### src/rtl/wb_arbiter_if.sv
// -----------------------------------------------------------------------------
// wb_arbiter_if
// Bundles the three register-file write requesters and the arbitrated
// register-file write port.
//   slave  : arbiter side (takes requests, drives ready and the write port)
//   master : requester / register-file side
// Signals:
//   iReqValid[2:0]         per-requester valid (0 ALU, 1 load, 2 CSR)
//   iReqAddr0/1/2          destination register per requester
//   iReqData0/1/2          write data per requester
//   oReqReady[2:0]         one-hot grant, combinational
//   oWriteEn               register-file write enable (registered)
//   oRdAddr, oWriteData    register-file write address / data (registered)
//   oGrantId               requester whose write is on the port
// -----------------------------------------------------------------------------
interface wb_arbiter_if #(
   parameter int unsigned DATA_W = 32,
   parameter int unsigned ADDR_W = 5
);
   logic [2:0]        iReqValid;
   logic [ADDR_W-1:0] iReqAddr0;
   logic [ADDR_W-1:0] iReqAddr1;
   logic [ADDR_W-1:0] iReqAddr2;
   logic [DATA_W-1:0] iReqData0;
   logic [DATA_W-1:0] iReqData1;
   logic [DATA_W-1:0] iReqData2;
   logic [2:0]        oReqReady;
   logic              oWriteEn;
   logic [ADDR_W-1:0] oRdAddr;
   logic [DATA_W-1:0] oWriteData;
   logic [1:0]        oGrantId;

   modport slave (
      input  iReqValid, iReqAddr0, iReqAddr1, iReqAddr2,
      input  iReqData0, iReqData1, iReqData2,
      output oReqReady, oWriteEn, oRdAddr, oWriteData, oGrantId
   );

   modport master (
      output iReqValid, iReqAddr0, iReqAddr1, iReqAddr2,
      output iReqData0, iReqData1, iReqData2,
      input  oReqReady, oWriteEn, oRdAddr, oWriteData, oGrantId
   );
endinterface

### src/rtl/wb_arbiter.sv
// -----------------------------------------------------------------------------
// wb_arbiter
// Write-back arbiter: picks one of three register-file write requesters per
// cycle and presents the winner's write on a single registered write port.
// Ports:
//   iClk   clock, rising edge
//   iRstN  asynchronous active-low reset
//   iHold  freeze: no grants, pointer frozen, write port idles next edge
//   bus    wb_arbiter_if.slave (requests in, one-hot ready and write port out)
// Build option:
//   WB_ARB_FIXED_PRIO_EN  defined   -> fixed priority 0 > 1 > 2, no pointer
//                         undefined -> round-robin, priority rotates to the
//                                      requester after the last winner
// -----------------------------------------------------------------------------
module wb_arbiter #(
   parameter int unsigned DATA_W = 32,
   parameter int unsigned ADDR_W = 5
) (
   input  logic         iClk,
   input  logic         iRstN,
   input  logic         iHold,
   wb_arbiter_if.slave  bus
);

   logic [2:0]        grant;
   logic              accept;
   logic [ADDR_W-1:0] sel_addr;
   logic [DATA_W-1:0] sel_data;
   logic [1:0]        sel_id;

   logic              we_q;
   logic [ADDR_W-1:0] addr_q;
   logic [DATA_W-1:0] data_q;
   logic [1:0]        id_q;

`ifndef WB_ARB_FIXED_PRIO_EN
   // Index (0..2) of the requester currently holding highest priority.
   logic [1:0] ptr_q;
   logic [1:0] ptr_d;
`endif

   // Grant selection. Ready is also gated by reset so nothing is accepted
   // while the block is held in reset.
   always_comb begin
      grant = '0;
      if (iRstN && !iHold) begin
`ifdef WB_ARB_FIXED_PRIO_EN
         if      (bus.iReqValid[0]) grant = 3'b001;
         else if (bus.iReqValid[1]) grant = 3'b010;
         else if (bus.iReqValid[2]) grant = 3'b100;
`else
         case (ptr_q)
            2'd0: begin
               if      (bus.iReqValid[0]) grant = 3'b001;
               else if (bus.iReqValid[1]) grant = 3'b010;
               else if (bus.iReqValid[2]) grant = 3'b100;
            end
            2'd1: begin
               if      (bus.iReqValid[1]) grant = 3'b010;
               else if (bus.iReqValid[2]) grant = 3'b100;
               else if (bus.iReqValid[0]) grant = 3'b001;
            end
            2'd2: begin
               if      (bus.iReqValid[2]) grant = 3'b100;
               else if (bus.iReqValid[0]) grant = 3'b001;
               else if (bus.iReqValid[1]) grant = 3'b010;
            end
            default: grant = '0;
         endcase
`endif
      end
   end

   assign accept = |grant;

   // Winner's payload mux.
   always_comb begin
      sel_addr = '0;
      sel_data = '0;
      sel_id   = '0;
      unique case (grant)
         3'b001: begin
            sel_addr = bus.iReqAddr0;
            sel_data = bus.iReqData0;
            sel_id   = 2'd0;
         end
         3'b010: begin
            sel_addr = bus.iReqAddr1;
            sel_data = bus.iReqData1;
            sel_id   = 2'd1;
         end
         3'b100: begin
            sel_addr = bus.iReqAddr2;
            sel_data = bus.iReqData2;
            sel_id   = 2'd2;
         end
         default: begin
            sel_addr = '0;
            sel_data = '0;
            sel_id   = '0;
         end
      endcase
   end

`ifndef WB_ARB_FIXED_PRIO_EN
   // Priority moves to the requester after the winner; idle cycles keep it.
   always_comb begin
      ptr_d = ptr_q;
      if (accept) begin
         ptr_d = (sel_id == 2'd2) ? 2'd0 : sel_id + 2'd1;
      end
   end

   always_ff @(posedge iClk or negedge iRstN) begin
      if (!iRstN) begin
         ptr_q <= 2'd0;
      end else begin
         ptr_q <= ptr_d;
      end
   end
`endif

   // Registered write port. A write to x0 is consumed but never enabled;
   // idle cycles drop the enable and keep the last address/data/id.
   always_ff @(posedge iClk or negedge iRstN) begin
      if (!iRstN) begin
         we_q   <= 1'b0;
         addr_q <= '0;
         data_q <= '0;
         id_q   <= '0;
      end else begin
         we_q <= accept && (sel_addr != '0);
         if (accept) begin
            addr_q <= sel_addr;
            data_q <= sel_data;
            id_q   <= sel_id;
         end
      end
   end

   assign bus.oReqReady  = grant;
   assign bus.oWriteEn   = we_q;
   assign bus.oRdAddr    = addr_q;
   assign bus.oWriteData = data_q;
   assign bus.oGrantId   = id_q;

endmodule

### src/flat_wrapper.sv
// flat-port wrapper written by rule: the top's interface ports become plain ports
module wb_arbiter_flat 
#(
   parameter int unsigned DATA_W = 32,
   parameter int unsigned ADDR_W = 5
)
  (iClk, iRstN, iHold, bus_iReqValid, bus_iReqAddr0, bus_iReqAddr1, bus_iReqAddr2, bus_iReqData0, bus_iReqData1, bus_iReqData2, bus_oReqReady, bus_oWriteEn, bus_oRdAddr, bus_oWriteData, bus_oGrantId);
  wb_arbiter_if #(.DATA_W(DATA_W), .ADDR_W(ADDR_W)) bus_i ();
  input  logic iClk;
  input  logic iRstN;
  input  logic iHold;
  input wire logic [$bits(bus_i.iReqValid)-1:0] bus_iReqValid;
  input wire logic [$bits(bus_i.iReqAddr0)-1:0] bus_iReqAddr0;
  input wire logic [$bits(bus_i.iReqAddr1)-1:0] bus_iReqAddr1;
  input wire logic [$bits(bus_i.iReqAddr2)-1:0] bus_iReqAddr2;
  input wire logic [$bits(bus_i.iReqData0)-1:0] bus_iReqData0;
  input wire logic [$bits(bus_i.iReqData1)-1:0] bus_iReqData1;
  input wire logic [$bits(bus_i.iReqData2)-1:0] bus_iReqData2;
  output wire logic [$bits(bus_i.oReqReady)-1:0] bus_oReqReady;
  output wire logic [$bits(bus_i.oWriteEn)-1:0] bus_oWriteEn;
  output wire logic [$bits(bus_i.oRdAddr)-1:0] bus_oRdAddr;
  output wire logic [$bits(bus_i.oWriteData)-1:0] bus_oWriteData;
  output wire logic [$bits(bus_i.oGrantId)-1:0] bus_oGrantId;
  assign bus_i.iReqValid = bus_iReqValid;
  assign bus_i.iReqAddr0 = bus_iReqAddr0;
  assign bus_i.iReqAddr1 = bus_iReqAddr1;
  assign bus_i.iReqAddr2 = bus_iReqAddr2;
  assign bus_i.iReqData0 = bus_iReqData0;
  assign bus_i.iReqData1 = bus_iReqData1;
  assign bus_i.iReqData2 = bus_iReqData2;
  assign bus_oReqReady = bus_i.oReqReady;
  assign bus_oWriteEn = bus_i.oWriteEn;
  assign bus_oRdAddr = bus_i.oRdAddr;
  assign bus_oWriteData = bus_i.oWriteData;
  assign bus_oGrantId = bus_i.oGrantId;
  wb_arbiter #(.DATA_W(DATA_W), .ADDR_W(ADDR_W)) u_core (.iClk(iClk), .iRstN(iRstN), .iHold(iHold), .bus(bus_i));
endmodule
### config.mk
export PLATFORM = sky130hd
export DESIGN_NAME = wb_arbiter_flat
export DESIGN_NICKNAME = d
export VERILOG_FILES = /design/src/rtl/wb_arbiter_if.sv /design/src/rtl/wb_arbiter.sv /design/src/flat_wrapper.sv
export SDC_FILE = /design/constraint.sdc
export NUM_CORES = 1
export LEC_CHECK = 0
export CAP_MARGIN = 20
export CORE_MARGIN = 2
export CORE_UTILIZATION = 30
export DETAILED_ROUTE_END_ITERATION = 16
export PLACE_DENSITY = 0.75
export SYNTH_ARGS = -nofsm -noshare
export SYNTH_HDL_FRONTEND = slang
export SYNTH_SLANG_ARGS = --single-unit
### constraint.sdc
create_clock -name iClk -period 3.76 [get_ports iClk]
set_clock_uncertainty 0.05 [all_clocks]
set_input_delay 0.752 -clock iClk [delete_from_list [all_inputs] [get_ports iClk]]
set_output_delay 0.752 -clock iClk [all_outputs]
set_load 0.005 [all_outputs]
==> flow_metrics.tcl <==
set metrics [dict create \
    worst_path_most_repeated_cell "clkdlybuf4s50_1" \
    via_per_inst 5.21 \
    path_class "in -> out" \
    dpl_cell_area_sq_um 3680 \
    syn_nets 312 \
    io_pins 160 \
    clkLatencyLatePin_ps 280 \
    drv_slew 0 \
    syn_area_sq_um 2020 \
    htreeDepth 2 \
    layout.cells.most_common "clkdlybuf4s50_1" \
    max_stage_delay_ps 580 \
    stdcell_area_sq_um 3780 \
    power.density_nw_per_um2 556 \
    mostFrequentLayoutCells "clkdlybuf4s50_1 (158), dfrtp_1 (42), o21ai_1 (36), inv_1 (35), a222oi_1 (33)" \
    worst_r2r_path_depth 6 \
    final_core_util 0.589 \
    place_congestion 0.805 \
    period_minus_slack_ps 3260 \
    dp_cells 419 \
    timing.final.ws_setup_ps 497 \
    hold_class "reg -> reg" \
    cp.depth 4 \
    syn_area_per_cell_sq_um 10.4 \
    ctsResizeCount 0 \
    internal_power_w 0.00148 \
    crit_arrival_ps 2460 \
    ctsHoldBuffers 0 \
    switchingPower_w 0.000625 \
    grt_antenna_before_repair 0 \
    seqPwrFrac 0.377 \
    avgRoutedWirePerCell_microns 16.3 \
    crit_family "buffers and inverters" \
    clk_pin_slew_ps 70 \
    port_buffers 159 \
    slew_headroom 0.633 \
    postSynthCellCount 195 \
    cp_cell_sequence "clkdlybuf4s50_1, or2_1, a2111oi_4, clkdlybuf4s50_1" \
    post_cts.repair.setup_buffers 0 \
    ys_ff_latch 42 \
    nets 466 \
    rsz0062_at_grt "false" \
    p_clk_frac 0.162 \
    grt_max_degree 43 \
    cts.path.max_buffers 2 \
    finalSetupTns_ps 0 \
    yosys.area.top_type "dfrtp_1" \
    worstHoldPathCells 1 \
    p_leak_nw 1.57 \
    num_vias 2223 \
    drtIter0Drc 200 \
    cts_tree "built" \
    synth_area_leaders "dfrtp_1 (52%), a222oi_1 (16%), o21ai_1 (8.9%), inv_1 (6.5%), buf_2 (1.5%)" \
    dp_slack_ps 493 \
    drv_cap 0 \
    grt_util_all_layers 0.192 \
    swShare 0.297 \
    fmax_mhz 306 \
    dieArea_sq_um 7400 \
    worst_pin_slew_ps 546 \
    wl_microns 6960 \
    antenna_cells 0 \
    grt_pass1_wl_microns 11400 \
    stdcell_count 427 \
    combPwrFrac 0.461 \
    path_max_fanout 5 \
    fp.dieH_microns 86.0 \
    synth_top_area_share 0.520 \
    cpMaxStageDelayCell "clkdlybuf4s50_1" \
    drc 0 \
    area_growth_pct 87.4 \
    drive_above_1_share 0.0457 \
    ys_warn_count 0 \
    outcome "completed" \
    rows 29 \
    cp.required_ps 2960 \
    crit_path_end_kind "primary output" \
    initial_core_util 0.314 \
    cts_buffers 5 \
    core_area_sq_um 6420 \
    grt_pass1_vias 2409 \
    ant_nets 0 \
    die_w_microns 86.0 \
    synth.distinct_cells 27 \
    drtPass1Iterations 7 \
    cts-root-buf "clkbuf_8" \
    hold_viol 0 \
    start_kind "primary input" \
    setup_viol 0 \
    yosysSeqAreaShare 0.520 \
    peakVddDrop_v 0.000317 \
    clock-sinks 42 \
    fin_crit_sh 0.868 \
    grt_overflow 0 \
    hpwl_microns 5120 \
    path_buf_inv 2 \
]
-- logic make-up (layout without fill, tap and decap cells) --
| group | after synthesis | count (layout) | synth area share |
|---|---|---|---|
| AO/OA/AOI/OAI | 83 | 83 | 0.320 |
| buffers and inverters | 53 | 208 | 0.110 |
| flip-flops | 42 | 42 | 0.520 |
| AND/OR/NAND/NOR | 17 | 17 | 0.0502 |
-- layout make-up --
| cell class | count | area, sq um |
|---|---|---|
| Inverter | 36 | 135 |
| Clock inverter | 1 | 30.0 |
| Clock buffer | 7 | 76.3 |
| Timing Repair Buffer | 164 | 1620 |
| Sequential cell | 42 | 1050 |
| Fill cell | 583 | 2640 |
| Multi-Input combinational cell | 100 | 771 |
| Tap cell | 77 | 96.3 |
-- cells in the mapped netlist --
library cell / number
nand2_1: 2
a21oi_1: 1
a222oi_1: 33
nor2b_1: 1
nor4b_2: 1
a221o_1: 2
o21a_1: 2
a32oi_1: 2
nor2_1: 3
or2_2: 1
buf_2: 6
nor3_1: 4
or3_1: 1
o21ai_1: 36
buf_4: 4
inv_1: 35
a21o_1: 2
nor4bb_1: 1
or2_1: 1
nand2b_1: 1
a2111oi_4: 1
clkinv_1: 1
nand4_1: 1
clkbuf_1: 7
dfrtp_1: 42
a2bb2oi_1: 2
a22o_1: 2
-- registers in the layout, summed over array words and instances, names as in the netlist --
| signal | flops |
|---|---|
| u_core.bus.oWriteEn | 1 |
| u_core.bus.oGrantId | 2 |
| u_core.ptr_q | 2 |
| u_core.bus.oWriteData | 32 |
| u_core.bus.oRdAddr | 5 |
-- per-layer routing --
metal | vias up | wire length, microns | GRT usage
li1 | 1052 | - | -
met1 | 1064 | 2600 | 0.216
met2 | 97 | 3840 | 0.363
met3 | 10 | 413 | 0.0375
met4 | 0 | 106 | 0.0563
met5 | - | 0 | 0
-- power groups by stage --
stage	Sequential, W	Clock [W]	Combinational, W
final	0.000794	0.000341	0.000969
after CTS	0.000796	0.000351	0.000985
after global placement	0.000788	0	0.000962
after global routing	0.000823	0.000374	0.00106
after floorplan	0.000804	0	0.000324
after detailed placement	0.000799	0	0.000980
-- metrics by stage --
| step | total power, W | hold WS [ps] |
|---|---|---|
| floorplan | 0.00113 | 406 |
| global placement | 0.00175 | 408 |
| detailed placement | 0.00178 | 432 |
| CTS | 0.00213 | 449 |
| global route | 0.00226 | 462 |
| finish | 0.00210 | 448 |
-- worst paths after layout --
kind | endpoint | start | slack, ps
hold / removal | u_core.bus.oGrantId[1]$_DFFE_PN0P_ | u_core.bus.oGrantId[1]$_DFFE_PN0P_ | 450
min in group asynchronous | u_core.bus.oWriteData[5]$_DFFE_PN0P_ | iRstN | 510
setup / recovery | bus_oReqReady[2] | bus_iReqValid[0] | 500
hold reg to reg | u_core.bus.oGrantId[1]$_DFFE_PN0P_ | u_core.bus.oGrantId[1]$_DFFE_PN0P_ | 450
max in group asynchronous | u_core.bus.oWriteData[25]$_DFFE_PN0P_ | iRstN | 2780
setup reg to reg | u_core.bus.oWriteData[29]$_DFFE_PN0P_ | u_core.ptr_q[0]$_DFFE_PN0P_ | 1520
No activity file was read; power rests on OpenSTA's default activity.
==> edit: new RTL, same settings <==
`DATA_W` is set to 32 in 3 places; all go to 16.
--- a/src/rtl/wb_arbiter_if.sv
+++ b/src/rtl/wb_arbiter_if.sv
@@ -14,7 +14,7 @@
 //   oGrantId               requester whose write is on the port
 // -----------------------------------------------------------------------------
 interface wb_arbiter_if #(
-   parameter int unsigned DATA_W = 32,
+   parameter int unsigned DATA_W = 16,
    parameter int unsigned ADDR_W = 5
 );
    logic [2:0]        iReqValid;
--- a/src/rtl/wb_arbiter.sv
+++ b/src/rtl/wb_arbiter.sv
@@ -13,7 +13,7 @@
 //                                      requester after the last winner
 // -----------------------------------------------------------------------------
 module wb_arbiter #(
-   parameter int unsigned DATA_W = 32,
+   parameter int unsigned DATA_W = 16,
    parameter int unsigned ADDR_W = 5
 ) (
    input  logic         iClk,
--- a/src/flat_wrapper.sv
+++ b/src/flat_wrapper.sv
@@ -1,7 +1,7 @@
 // flat-port wrapper written by rule: the top's interface ports become plain ports
 module wb_arbiter_flat 
 #(
-   parameter int unsigned DATA_W = 32,
+   parameter int unsigned DATA_W = 16,
    parameter int unsigned ADDR_W = 5
 )
   (iClk, iRstN, iHold, bus_iReqValid, bus_iReqAddr0, bus_iReqAddr1, bus_iReqAddr2, bus_iReqData0, bus_iReqData1, bus_iReqData2, bus_oReqReady, bus_oWriteEn, bus_oRdAddr, bus_oWriteData, bus_oGrantId);
Interface: changed (resized bus_iReqData0, bus_iReqData1, bus_iReqData2 and bus_oWriteData); port bits go from 160 to 96. No check against the original RTL was run, so the function may have changed too.
==> edit against the original RTL <==
  * Wire length fell by 43%
  * Cell area shrank 40%
  * Maximum frequency is 0.89% lower
  * Sequential cell count shrank 16
  * Setup slack worse by 29 ps
  * Largest cell class unchanged
  * Synthesized area is 37% lower
  * Highest routed layer unchanged
  * Power down 42%
==> edit: results (changes against the original RTL) <==
status -> finished, final reports clean (unchanged)
fraction of layout cells with a size suffix above 1 -> 4.23% (was 4.57%)
R2R setup slack -> 1420 ps (was 1520 ps)
H-tree depth -> 1 (was 2)
DP Wirelength -> 2960 um (was 5120 um)
Worst-Margin Slew -> 1000 ps (was 546 ps)
vias in the first global route -> 1291 (was 2409)
Seq/Total Area, Yosys -> 50.9% (was 52.0%)
CTS Buf Count -> 3 (was 5)
Vias -> 1353 (was 2223)
setup ws final -> 468 ps (was 497 ps)
fin nets -> 283 (was 466)
max reg flops -> 16 (was 32)
cells on worst reg2reg path -> 5 (was 6)
DR pass1 iterations -> 5 (was 7)
WL/cell -> 15.1 um (was 16.3 um)
LEAKAGE -> 1.00 nW (was 1.57 nW)
syn avg cell area -> 10.6 sq um (was 10.4 sq um)
critical path peak fanout -> 2 (was 5)
Post-synth top cells -> nand2_1, dfrtp_1, a222oi_1, buf_6, buf_2 (was dfrtp_1, o21ai_1, inv_1, a222oi_1, clkbuf_1)
largest net degree at the start of global routing -> 27 (was 43)
Synth Area in Compound Gates -> 25.7% (was 32.0%)
Iter 0 DRT Violations -> 91 (was 200)
CP arrival -> 2490 ps (was 2460 ps)
Fillers -> 380 (was 583)
placer congestion estimate -> 0.706 (was 0.805)
synth unique cells -> 25 (was 27)
edit: cell count changes after synthesis, moves of 3 or more:
cell | unedited run | this run
buf_6 | 0 | 5
buf_4 | 4 | 1
nor3_1 | 4 | 1
dfrtp_1 | 42 | 26
clkbuf_1 | 7 | 0
a222oi_1 | 33 | 20
inv_1 | 35 | 0
nand2_1 | 2 | 40
o21ai_1 | 36 | 0
edit: cells by family after synthesis:
kind of cell,after synthesis
buf+inv,11
flops,26
simple gates,49
compound gates,35
edit: worst max-delay path, delay by kind of cell:
family,cells,cell delay [ps]
and+or+nand+nor,2,420
buffers and inverters,2,920
AOI/OAI and AO/OA,1,390
edit: cell type report:
cell class              instances  area share, %
repair buffers                 99           42.9
well taps                      50           2.74
clock buffers                   4           2.41
multi-input cells              84           23.5
flip-flops and latches         26           28.5
edit: per-stage QoR:
| step | cell area, sq um | hold slack (ps) |
|---|---|---|
| final | 2290 | 429 |
| after global routing | 2290 | 452 |
| after CTS | 2290 | 435 |
| after detailed placement | 2230 | 415 |
| after global placement | 2230 | 401 |
| after floorplan | 1280 | 406 |
edit: path summary, 6_finish.rpt:
path                                                  to
min in group asynchronous       u_core.bus.oWriteData[3]
worst max-delay path                    bus_oReqReady[2]
worst max register to register     u_core.bus.oRdAddr[0]
worst min register to register    u_core.bus.oGrantId[1]
max in group asynchronous          u_core.bus.oRdAddr[1]
worst min-delay path              u_core.bus.oGrantId[1]
edit: where the power goes:
| part | switching [mW] | total [mW] | internal [mW] |
|---|---|---|---|
| Sequential | 0.0741 | 0.484 | 0.410 |
| Combinational | 0.204 | 0.562 | 0.358 |
| Clock | 0.0870 | 0.181 | 0.0936 |
edit: metal layers:
layer | wire [um] | GRT usage, %
met2 | 1830 | 25.7
met1 | 1630 | 21.1
met4 | 21 | 2.61
met5 | 0 | 0
met3 | 481 | 6.10
